File: config.mk
export PLATFORM = sky130hd
export DESIGN_NAME = mem_stage_ctrl
export DESIGN_NICKNAME = d
export VERILOG_FILES = /design/src/rtl/mem_stage_ctrl.sv
export SDC_FILE = /design/constraint.sdc
export NUM_CORES = 1
export LEC_CHECK = 0
export CAP_MARGIN = 15
export CORE_MARGIN = 4
export CORE_UTILIZATION = 35
export CTS_BUF_LIST = sky130_fd_sc_hd__clkbuf_16
export CTS_CLUSTER_DIAMETER = 50
export CTS_CLUSTER_SIZE = 8
export DETAILED_ROUTE_END_ITERATION = 10
export PLACE_DENSITY = 0.84
export SYNTH_ARGS = -nofsm -noshare
export SYNTH_HDL_FRONTEND = slang
export SYNTH_SLANG_ARGS = --single-unit
export TNS_END_PERCENT = 100
File: constraint.sdc
create_clock -name clk -period 2.05 [get_ports clk]
set_input_delay 0.41 -clock clk [delete_from_list [all_inputs] [get_ports clk]]
set_output_delay 0.41 -clock clk [all_outputs]
set_load 0.01 [all_outputs]
File: src/rtl/mem_stage_ctrl.sv
// Data-memory access sequencer for the MEM stage: req/ready handshake, pipeline stall, load capture, traps.
// Optional: define MEM_TIMEOUT_EN to trap accesses whose ready never arrives within TIMEOUT BUSY cycles.
module mem_stage_ctrl #(
   parameter int ADDR_W  = 32,
   parameter int DATA_W  = 32,
   parameter int TIMEOUT = 16,
   parameter int CNT_W   = 16
) (
   input  logic              clk,
   input  logic              rst,
   input  logic [1:0]        MEM_MEM,
   input  logic [ADDR_W-1:0] MEM_aluRes,
   input  logic [DATA_W-1:0] MEM_writeData,
   input  logic              mem_ready,
   input  logic [DATA_W-1:0] mem_rdata,
   output logic              mem_req,
   output logic              mem_we,
   output logic [ADDR_W-1:0] mem_addr,
   output logic [DATA_W-1:0] mem_wdata,
   output logic              stall,
   output logic [DATA_W-1:0] MEM_readData,
   output logic              err,
   output logic [1:0]        err_code,
   output logic [CNT_W-1:0]  stall_cnt
);

   typedef enum logic [1:0] {S_IDLE, S_BUSY, S_ERR} state_t;

   state_t            r_state, w_next;
   logic              w_access, w_we, w_mis;
   logic              w_req, w_stall, w_set_mis, w_set_tmo, w_tmo_hit;
   logic [DATA_W-1:0] r_rdata;
   logic              r_err;
   logic [1:0]        r_err_code;
   logic [CNT_W-1:0]  r_stall_cnt;

   // Both bits set counts as a write.
   assign w_access = |MEM_MEM;
   assign w_we     = MEM_MEM[0];
   assign w_mis    = w_access & (MEM_aluRes[1:0] != 2'b00);

`ifdef MEM_TIMEOUT_EN
   localparam int TMR_W = $clog2(TIMEOUT) + 1;
   logic [TMR_W-1:0] r_timer;

   assign w_tmo_hit = (r_timer == TMR_W'(TIMEOUT - 1));

   always_ff @(posedge clk) begin
      if (rst)
         r_timer <= '0;
      else if (r_state == S_IDLE && w_next == S_BUSY)
         r_timer <= '0;
      else if (r_state == S_BUSY && !mem_ready)
         r_timer <= r_timer + TMR_W'(1);
   end
`else
   logic w_unused_tmo;
   assign w_unused_tmo = (TIMEOUT != 0);
   assign w_tmo_hit    = 1'b0;
`endif

   always_comb begin
      w_next    = r_state;
      w_req     = 1'b0;
      w_stall   = 1'b0;
      w_set_mis = 1'b0;
      w_set_tmo = 1'b0;
      if (rst) begin
         w_next = S_IDLE;
      end else begin
         case (r_state)
            S_IDLE: begin
               if (w_mis) begin
                  w_stall   = 1'b1;
                  w_set_mis = 1'b1;
                  w_next    = S_ERR;
               end else if (w_access) begin
                  w_req   = 1'b1;
                  w_stall = !mem_ready;
                  if (!mem_ready) w_next = S_BUSY;
               end
            end
            S_BUSY: begin
               w_req   = 1'b1;
               w_stall = !mem_ready;
               if (mem_ready) begin
                  w_next = S_IDLE;
               end else if (w_tmo_hit) begin
                  w_set_tmo = 1'b1;
                  w_next    = S_ERR;
               end
            end
            S_ERR:   w_stall = 1'b1;
            default: w_next  = S_IDLE;
         endcase
      end
   end

   always_ff @(posedge clk) begin
      if (rst) begin
         r_state     <= S_IDLE;
         r_rdata     <= '0;
         r_err       <= 1'b0;
         r_err_code  <= 2'b00;
         r_stall_cnt <= '0;
      end else begin
         r_state <= w_next;
         // w_req is already low during reset, so a ready in that cycle is never captured.
         if (w_req && mem_ready && !w_we) r_rdata <= mem_rdata;
         if (w_set_mis) begin
            r_err      <= 1'b1;
            r_err_code <= 2'b01;
         end else if (w_set_tmo) begin
            r_err      <= 1'b1;
            r_err_code <= 2'b10;
         end
         if (w_stall && r_stall_cnt != {CNT_W{1'b1}})
            r_stall_cnt <= r_stall_cnt + CNT_W'(1);
      end
   end

   assign mem_req      = w_req;
   assign mem_we       = w_we;
   assign mem_addr     = MEM_aluRes;
   assign mem_wdata    = MEM_writeData;
   assign stall        = w_stall;
   assign MEM_readData = r_rdata;
   assign err          = r_err;
   assign err_code     = r_err_code;
   assign stall_cnt    = r_stall_cnt;

endmodule

==> impl_metrics.env <==
export IMPL_status="finished clean"
export IMPL_critPathMaxFanout=3
export IMPL_synth_common_cells="67 x buf_4, 51 x dfxtp_1, 41 x a21oi_1"
export IMPL_critPathCaptureType="primary output"
export IMPL_routedWlPerCell_um=16.63
export IMPL_p_clk_share_pct=38.1
export IMPL_fin_crit_sh_pct=96.11
export IMPL_synth_top_cell_by_area="dfxtp_1"
export IMPL_synth_warnings=0
export IMPL_min_delay_start="MEM_readData[5]$_SDFFE_PP0P_"
export IMPL_cts_root_buf="clkbuf_16"
export IMPL_post_route_min_period_ps=1970
export IMPL_rsz0062_at_grt="false"
export IMPL_hold_depth=2
export IMPL_finalPower_uw=2194
export IMPL_fin_tns_setup_ps=0
export IMPL_finalNetCount=473
export IMPL_setup_viol=0
export IMPL_totalWireLength_um=7947
export IMPL_r2r_end="stall_cnt[3]$_SDFFE_PP0P_"
export IMPL_place_congestion=0.7857
export IMPL_die_h_um=99.74
export IMPL_rows=33
export IMPL_htreeDepth=2
export IMPL_synth_ff_type="dfxtp_1"
export IMPL_io_buffers=93
export IMPL_drt_vias_per_instance=5.600
export IMPL_seq_power_share_pct=46.6
export IMPL_drt_iter0_drc=167
export IMPL_synthToLayoutAreaGrowth_pct=26.55
export IMPL_synth_edf_count=0
export IMPL_hold_path_class="flip-flop to flip-flop"
export IMPL_core_area_um2=8217
export IMPL_clkLatencyLatePin_ps=290
export IMPL_grt_ovfl_total=0
export IMPL_async_flop_share_pct=0
export IMPL_max_freq_mhz=507.6
export IMPL_synth_most_common_cell="buf_4"
export IMPL_sw_frac_of_total_pct=26.24
export IMPL_die_x_um=99.74
export IMPL_reg2reg_slack_ps=140
export IMPL_clkTransAtPathRegs_ps=70
export IMPL_hold_viol=0
export IMPL_p_sw_uw=575.7
export IMPL_intPower_uw=1619
export IMPL_drive_above_1_share_pct=11.83
export IMPL_synth_top_area_share_pct=34.66
export IMPL_ios=219
export IMPL_maxSlewViolCount=0
export IMPL_slowest_stage="clkdlybuf4s50_1"
export IMPL_max_stage_delay_ps=420
export IMPL_synth_net_count=450
export IMPL_num_vias=2677
export IMPL_syn_avg_cell_area_um2=8.464
export IMPL_synth_area_leaders="dfxtp_1 35%, buf_4 17%, o31ai_1 9.2%"
export IMPL_syn_area_um2=2945
export IMPL_comb_power_share_pct=15.3
export IMPL_antenna_found_initial=1
export IMPL_tightest_slew_ps=537.8
export IMPL_reg2reg_depth=8
export IMPL_crit_arrival_ps=1560
export IMPL_dp_hpwl_um=5646
export IMPL_yosysSeqAreaShare_pct=34.66
export IMPL_grt_max_degree=36
export IMPL_maxCapViolCount=0
export IMPL_clockBufferDepth=2
export IMPL_antenna_left=0
export IMPL_cts_tree="done"
export IMPL_finalClockSkew_ps=10.08
export IMPL_grt_usage_pct=15.51
export IMPL_worstHoldEndpoint="MEM_readData[5]$_SDFFE_PP0P_"
export IMPL_start_util_pct=35.85
export IMPL_relSlewSlack_pct=63.87
export IMPL_start_kind="primary input"
export IMPL_synth_distinct_cells=35
export IMPL_cts_buffers_inserted=5
export IMPL_drc=0
export IMPL_grt_pass1_vias=2564
export IMPL_n_fill_cell=782
export IMPL_worstReg2RegStart="stall_cnt[0]$_SDFFE_PP0P_"
export IMPL_dr_pass1_iters=4
export IMPL_cts_sinks=51
export IMPL_crit_type="primary input to primary output"
export IMPL_path_cells="clkdlybuf4s50_1 -> or2_4 -> buf_4 -> a21oi_4 -> nor2_1 -> buf_2"
export IMPL_vdd_ir_drop_max_mv=0.3700
export IMPL_crit_required_ps=1640
export IMPL_power_per_cell_area_nw_per_um2=588.7
export IMPL_design_die_area_um2=9947
export IMPL_grt_pass1_wl_um=12680
export IMPL_ys_ff_latch=51
export IMPL_synthCells=348
export IMPL_p_leak_uw=0.001270
-- what timing repair did --
| item | 4_1_cts | 5_1_grt |
|---|---|---|
| endpoints found under the setup margin | 10 | 16 |
| hold buffers | 0 | 0 |
| buffers inserted | 1 | 3 |
| gates resized for setup | 12 | 7 |
| pin swaps | 3 | 3 |
-- placed cells by master (no fill, tap or decap), types with 2 or more instances in the layout --
cell type	netlist	layout
inv_1	2	2
mux2_1	9	9
a21oi_1	41	40
dfxtp_1	51	51
o21ai_0	2	2
dlygate4sd2_1	0	3
nor2_1	19	17
nand3_1	5	5
or3_1	2	2
nor3_1	5	5
and4_1	2	2
buf_12	0	3
nor4_1	8	7
buf_2	3	3
nor2b_1	9	8
nand4_1	35	35
buf_4	67	16
clkdlybuf4s50_1	0	86
nor2_2	0	2
o31ai_1	36	36
and3_1	2	2
clkinv_2	0	2
nand2_1	5	5
or4_1	4	4
clkbuf_16	0	5
-- layout make-up --
type | instances | area (um^2) | share of cell area [%]
multi-input cells | 199 | 1326 | 35.58
clock inverters | 3 | 18.77 | 0.5035
clock buffers | 5 | 125.1 | 3.357
well taps | 105 | 131.4 | 3.525
inverters | 2 | 7.507 | 0.2014
diodes | 1 | 2.502 | 0.06714
flip-flops and latches | 51 | 1021 | 27.39
repair buffers | 112 | 1095 | 29.37
-- kinds of logic after synthesis --
| group | synth area share, % |
|---|---|
| adder cells (fa/ha/maj) | 0.4247 |
| AO/OA/AOI/OAI | 17.84 |
| flip-flops | 34.66 |
| buffers and inverters | 21.92 |
| AND/OR/NAND/NOR | 21.58 |
| other | 0.1273 |
| multiplexers | 3.441 |
-- worst max path at each step --
stage / start / to / slack (ps) / cells past startpoint
after global routing: MEM_MEM[1] / mem_req / 20 / 6
after floorplan: stall_cnt[0]$_SDFFE_PP0P_ / stall_cnt[9]$_SDFFE_PP0P_ / 250 / 6
after detailed placement: mem_ready / stall / -500 / 5
final: MEM_MEM[1] / mem_req / 80 / 6
after CTS: MEM_MEM[1] / stall / -20 / 5
after global placement: mem_ready / stall / -490 / 5
-- metrics by stage --
stage          setup slack, ps  instances  util (%)  hold slack [ps]  cell area (um^2)
2_1_floorplan            253.8        348         -            489.3              2945
3_3_place_gp            -490.1        466     42.97            453.3              3531
3_5_place_dp            -502.0        466     42.97            468.4              3531
4_1_cts                 -22.56        475     44.68            479.7              3671
5_1_grt                  16.57        478     45.36            500.0              3727
6_report                 79.79        478     45.36            476.6              3727
-- worst max-delay path: cells and delay by family --
family | cells | cell delay [ps]
buffers and inverters | 3 | 710
and+or+nand+nor | 2 | 300
AOI/OAI and AO/OA | 1 | 140
-- registers in the layout, indices dropped and copies added, names as in the netlist --
signal,cells
MEM_readData,32
err_code,1
r_state,2
stall_cnt,16
-- power by group through the flow --
stage / clock (uW) / combinational (uW) / sequential, uW
finish: 835 / 337 / 1020
global route: 893 / 363 / 1020
global placement: 0 / 332 / 1040
floorplan: 0 / 279 / 1050
CTS: 857 / 335 / 1020
detailed placement: 0 / 334 / 1040
-- layer usage --
metal,vias to the layer above,part of all wire (%),GRT usage (%)
met2,112,48,25.60
met5,-,0,0
met1,1283,41,18.54
met3,25,8.6,5.470
li1,1257,-,-
met4,0,2.4,5.672
Power figures use the tool's default switching activity.
